### src/rtl/read_handler.sv
// Read-side pointer logic of an async FIFO: write-pointer sync, empty/count flags.
// Optional almost_empty output enabled by READ_HANDLER_ALMOST_EMPTY_EN.
module read_handler #(
  parameter int PTR_WIDTH = 16,
  parameter int AE_THRESH = 2
) (
  input  logic                 clk,
  input  logic                 rstn,
  input  logic [PTR_WIDTH:0]   wr_ptr_gray,
  input  logic                 rd_en,
  output logic                 empty,
  output logic                 rd_underflow,
  output logic [PTR_WIDTH:0]   bin_rd_ptr,
  output logic [PTR_WIDTH:0]   gray_rd_ptr,
`ifdef READ_HANDLER_ALMOST_EMPTY_EN
  output logic [PTR_WIDTH:0]   rd_count,
  output logic                 almost_empty
`else
  output logic [PTR_WIDTH:0]   rd_count
`endif
);

  localparam int W = PTR_WIDTH + 1;

  if (AE_THRESH < 0 || AE_THRESH > (1 << PTR_WIDTH)) begin : g_bad_thresh
    $error("read_handler: AE_THRESH out of range");
  end

  logic [W-1:0] sync0;
  logic [W-1:0] sync1;
  logic [W-1:0] wbin;
  logic [W-1:0] rbin_next;
  logic [W-1:0] rgray_next;
  logic [W-1:0] count_next;
  logic         rinc;

  // Bit i of binary is the XOR of all Gray bits at or above i
  always_comb begin
    wbin = '0;
    for (int i = 0; i < W; i++) begin
      wbin[i] = ^(sync1 >> i);
    end
  end

  assign rinc       = rd_en & ~empty;
  assign rbin_next  = bin_rd_ptr + W'(rinc);
  assign rgray_next = rbin_next ^ (rbin_next >> 1);
  assign count_next = wbin - rbin_next;

  always_ff @(posedge clk or negedge rstn) begin
    if (!rstn) begin
      sync0        <= '0;
      sync1        <= '0;
      bin_rd_ptr   <= '0;
      gray_rd_ptr  <= '0;
      rd_count     <= '0;
      empty        <= 1'b1;
      rd_underflow <= 1'b0;
    end else begin
      sync0        <= wr_ptr_gray;
      sync1        <= sync0;
      bin_rd_ptr   <= rbin_next;
      gray_rd_ptr  <= rgray_next;
      rd_count     <= count_next;
      empty        <= (rgray_next == sync1);
      rd_underflow <= rd_en & empty;
    end
  end

`ifdef READ_HANDLER_ALMOST_EMPTY_EN
  localparam logic [W-1:0] AE_LIM = W'(AE_THRESH);

  always_ff @(posedge clk or negedge rstn) begin
    if (!rstn) begin
      almost_empty <= 1'b1;
    end else begin
      almost_empty <= (count_next <= AE_LIM);
    end
  end
`endif

endmodule

### config.mk
export PLATFORM = sky130hd
export DESIGN_NAME = read_handler
export DESIGN_NICKNAME = d
export VERILOG_FILES = /design/src/rtl/read_handler.sv
export SDC_FILE = /design/constraint.sdc
export NUM_CORES = 1
export LEC_CHECK = 0
export ABC_AREA = 1
export CAP_MARGIN = 20
export CORE_MARGIN = 5
export CORE_UTILIZATION = 50
export CTS_BUF_LIST = sky130_fd_sc_hd__clkbuf_8
export CTS_CLUSTER_DIAMETER = 30
export DETAILED_ROUTE_END_ITERATION = 12
export HOLD_SLACK_MARGIN = 0.12
export PLACE_DENSITY_LB_ADDON = 0.3
export SLEW_MARGIN = 15
export SYNTH_ARGS = -nofsm -noshare
export SYNTH_HDL_FRONTEND = slang
export SYNTH_SLANG_ARGS = --single-unit
### constraint.sdc
create_clock -name clk -period 3.4 [get_ports clk]
set_clock_uncertainty 0.05 [all_clocks]
set_input_delay 0.51 -clock clk [delete_from_list [all_inputs] [get_ports clk]]
set_output_delay 0.51 -clock clk [all_outputs]
set_load 0.02 [all_outputs]
==> flow_summary_export.csv <==
group,metric,value,unit
grt,grt_usage,21.0,%
sta,hold_violations,0,
die,boundaryPins,73,
die,die-area,11300,um2
run,max_cap_viol_count,0,
die,fp-row-count,35,
power_and_ir_drop,powerDensity,869,nW/um2
finish,syn2layout_area_growth,35.1,%
route,drt_iter0_markers,156,
setup_path,path_max_fanout,3,
sta,post-route-period-util,96.8,%
route,dr.pass1.iters,4,
grt,grt_overflow_total,0,
grt,antenna_found_initial,0,
setup_path,cp_slowest_cell,"dfrtp_1",
finish,final_cells,796,
hold_path,hp-class,"in2async",
setup_path,reg2reg_depth,20,
setup_path,path_class,"reg2reg",
finish,antenna_cells,0,
sta,slew_headroom,51.1,%
grt,grt_pass1_vias,3772,
finish,nNetsFinal,717,
finish,drive_above_1_share,18.5,%
synthesis,syn_inst,533,
setup_path,cpMostUsedCell,"nand2_1",
setup_path,critPathMaxStageDelay,0.41,ns
placement,dp_hpwl,8960,um
setup_path,crit_family,"simple AND/OR/NAND/NOR gates",
sta,rsz0062_at_grt,"yes",
placement,port_buffers,72,
synthesis,ys_warn_count,0,
synthesis,ys_top_cells_by_area,"dfrtp_1 46%, nand2_1 14%, xor2_1 7.2%",
setup_path,worstPathRequired,3.66,ns
synthesis,synth_nets,570,
finish,fillCellCount,733,
synthesis,synth_top_area_share,45.9,%
die,core_area,9150,um2
die,die_y,106,um
power_and_ir_drop,ir_drop,0.426,mV
power_and_ir_drop,p_leak,0.00323,uW
clocking,cts_tree,"yes",
sta,setup_viol,0,
setup_path,path_cells,"inv_1, nand2_1, nand2_2, xor2_2, nand2_1, nand2_2, xor2_1, buf_4, xor2_2, xor2_1, ha_2, fa_2, o21ai_2, a21oi_2, o21ai_2, buf_4, nand4_1, nand3_1, nand2_1, nand2_1",
synthesis,synth_area,4640,um2
sta,fin_crit,3.29,ns
setup_path,end_kind,"flip-flop",
sta,fin_hold_ws,0.141,ns
clocking,hold_buffers,0,
clocking,cts_num_sinks,86,
placement,dp.cells,775,
route,drc,0,
die,start_util,50.7,%
clocking,cts_max_level,3,
clocking,max-clock-path-buffers,2,
grt,grt_pass1_wl,18300,um
sta,tightest_slew,0.734,ns
route,antenna_left,0,
route,post_drt_wl_per_cell,14.2,um
synthesis,syn_avg_cell_area,8.70,um2
setup_path,critPathBufInv,3,
route,routed_via_density,4.82,
route,routed_wl,11300,um
sta,drv_slew,0,
clocking,clkSlewWorstSetupHoldPaths,0.10,ns
setup_path,r2r_setup_slack,0.11,ns
setup_path,worstReg2RegStart,"sync1[15]$_DFF_PN0_",
placement,finalWeightedCongestion,0.883,
clocking,clk-insertion-delay-late,0.36,ns
grt,grt_max_degree,87,
synthesis,synth_top_cell_by_area,"dfrtp_1",
clocking,numCtsBuffers,9,
synthesis,synth_cell_types,36,
setup_path,reg2reg_to,"rd_count[14]$_DFF_PN0_",
clocking,root_buffer,"clkbuf_8",
synthesis,ys_seq_elements,86,
die,die-width,106,um
sta,fmax,0.304,GHz
route,vias,3833,
run_status,outcome,"finished clean",
setup_path,cp.arrival,3.55,ns
synthesis,ys_seq_area_share,46.4,%
setup_path,cp-start-kind,"flip-flop",
## flip-flops by register name, indices dropped and copies added, names as in the netlist
name          flops
sync0            17
rd_underflow      1
sync1            17
gray_rd_ptr      16
bin_rd_ptr       17
rd_count         17
empty             1
## layout by cell type, fill, tap and decap left out, drive strengths merged
cell and count:
ha 16, nand2 189, bufinv 1, inv 65
nand3b 1, nor3 6, xnor2 25, o211ai 1
o21bai 4, nand4 10, or2 1, nor2 34
clkbuf 9, clkdlybuf4s50 71, dfrtp 85, a31oi 1
nand3 35, dfstp 1, o21a 1, o21ai 6
a21oi 9, fa 1, xor2 42, clkinvlp 3
buf 66, a21o 2
## kinds of logic after synthesis
logic type | share of synthesized area [%]
AO/OA/AOI/OAI | 3.13
XOR/XNOR | 13.9
adder cells (fa/ha/maj) | 4.75
buffers and inverters | 5.18
flip-flops | 46.4
AND/OR/NAND/NOR | 26.7
## synthesized netlist by cell type
cell type / count
nand4_1: 10
a31oi_1: 1
o21ai_1: 1
or2_1: 1
buf_4: 1
o211ai_1: 1
nor2_8: 2
nand2_4: 3
nor3_4: 2
xnor2_1: 23
nand3b_1: 1
fa_1: 1
inv_2: 4
o21bai_1: 4
xor2_2: 3
nand2_2: 7
nor3_2: 1
xor2_1: 38
nor2_4: 1
nor3_1: 3
o21ai_0: 4
nand3_1: 34
nand3_2: 1
nor2_1: 29
inv_1: 58
dfrtp_1: 85
a21oi_1: 9
o21ai_2: 1
xor2_4: 1
nor2_2: 2
nand2_1: 179
dfstp_2: 1
o21a_1: 1
ha_1: 16
xnor2_2: 2
a21o_1: 2
## final cells by class
class	instances	area (um2)	share of cell area, %
multi-input cells	384	2310	36.9
flip-flops and latches	86	2150	34.4
repair buffers	137	1220	19.5
inverters	62	233	3.71
well taps	111	139	2.22
clock buffers	9	124	1.98
clock inverters	7	81.3	1.30
## worst max-delay path by stage
stage,from,to,slack [ns],depth (start not counted)
3_3_place_gp,rd_en,rd_count[13]$_DFF_PN0_,-0.09,22
4_1_cts,sync1[15]$_DFF_PN0_,rd_count[16]$_DFF_PN0_,0.02,20
3_5_place_dp,sync1[15]$_DFF_PN0_,rd_count[16]$_DFF_PN0_,-0.20,20
5_1_grt,sync1[15]$_DFF_PN0_,rd_count[14]$_DFF_PN0_,-0.08,20
6_report,sync1[15]$_DFF_PN0_,rd_count[14]$_DFF_PN0_,0.11,20
2_1_floorplan,sync1[16]$_DFF_PN0_,rd_count[16]$_DFF_PN0_,0.07,19
## per-stage QoR
step | setup TNS, ns | util, % | total power (uW) | area [um2] | setup WS (ns)
2_1_floorplan | 0 | - | 3190 | 4640 | 0.0663
3_3_place_gp | -0.0911 | 65.0 | 4430 | 5950 | -0.0911
3_5_place_dp | -0.998 | 65.0 | 4500 | 5950 | -0.196
4_1_cts | 0 | 67.5 | 5320 | 6180 | 0.0239
5_1_grt | -0.131 | 68.5 | 5860 | 6270 | -0.0794
6_report | 0 | 68.5 | 5450 | 6270 | 0.108
## worst reg2reg max path, delay by kind of cell, from the launching register on
family | cells | cell delay, ns
and+or+nand+nor | 8 | 0.71
xor gates and xnor gates | 4 | 0.65
adders and majority gates | 2 | 0.58
AOI/OAI and AO/OA | 3 | 0.45
DFF | 1 | 0.41
buffers and inverters | 3 | 0.40
## metal layers
metal / vias to the layer above / routed length [um] / GRT usage, %
li1: 1945 / - / -
met4: 0 / 179 / 6.29
met3: 16 / 445 / 3.28
met5: - / 0 / 0
met2: 80 / 5620 / 35.9
met1: 1792 / 5030 / 27.6
## power breakdown
| group | leakage (uW) | switching [uW] | internal [uW] |
|---|---|---|---|
| Combinational | 0.00211 | 1740 | 1510 |
| Sequential | 0.00103 | 141 | 1290 |
| Clock | 0.0000944 | 413 | 350 |
## repair_timing
| item | CTS | global route |
|---|---|---|
| gates cloned | 0 | 0 |
| endpoints found under the setup margin | 6 | 9 |
| pin swaps | 0 | 11 |
| hold endpoints to repair | 0 | 0 |
| buffers inserted | 0 | 5 |
| gates resized for setup | 5 | 10 |
Power figures use the tool's default switching activity.
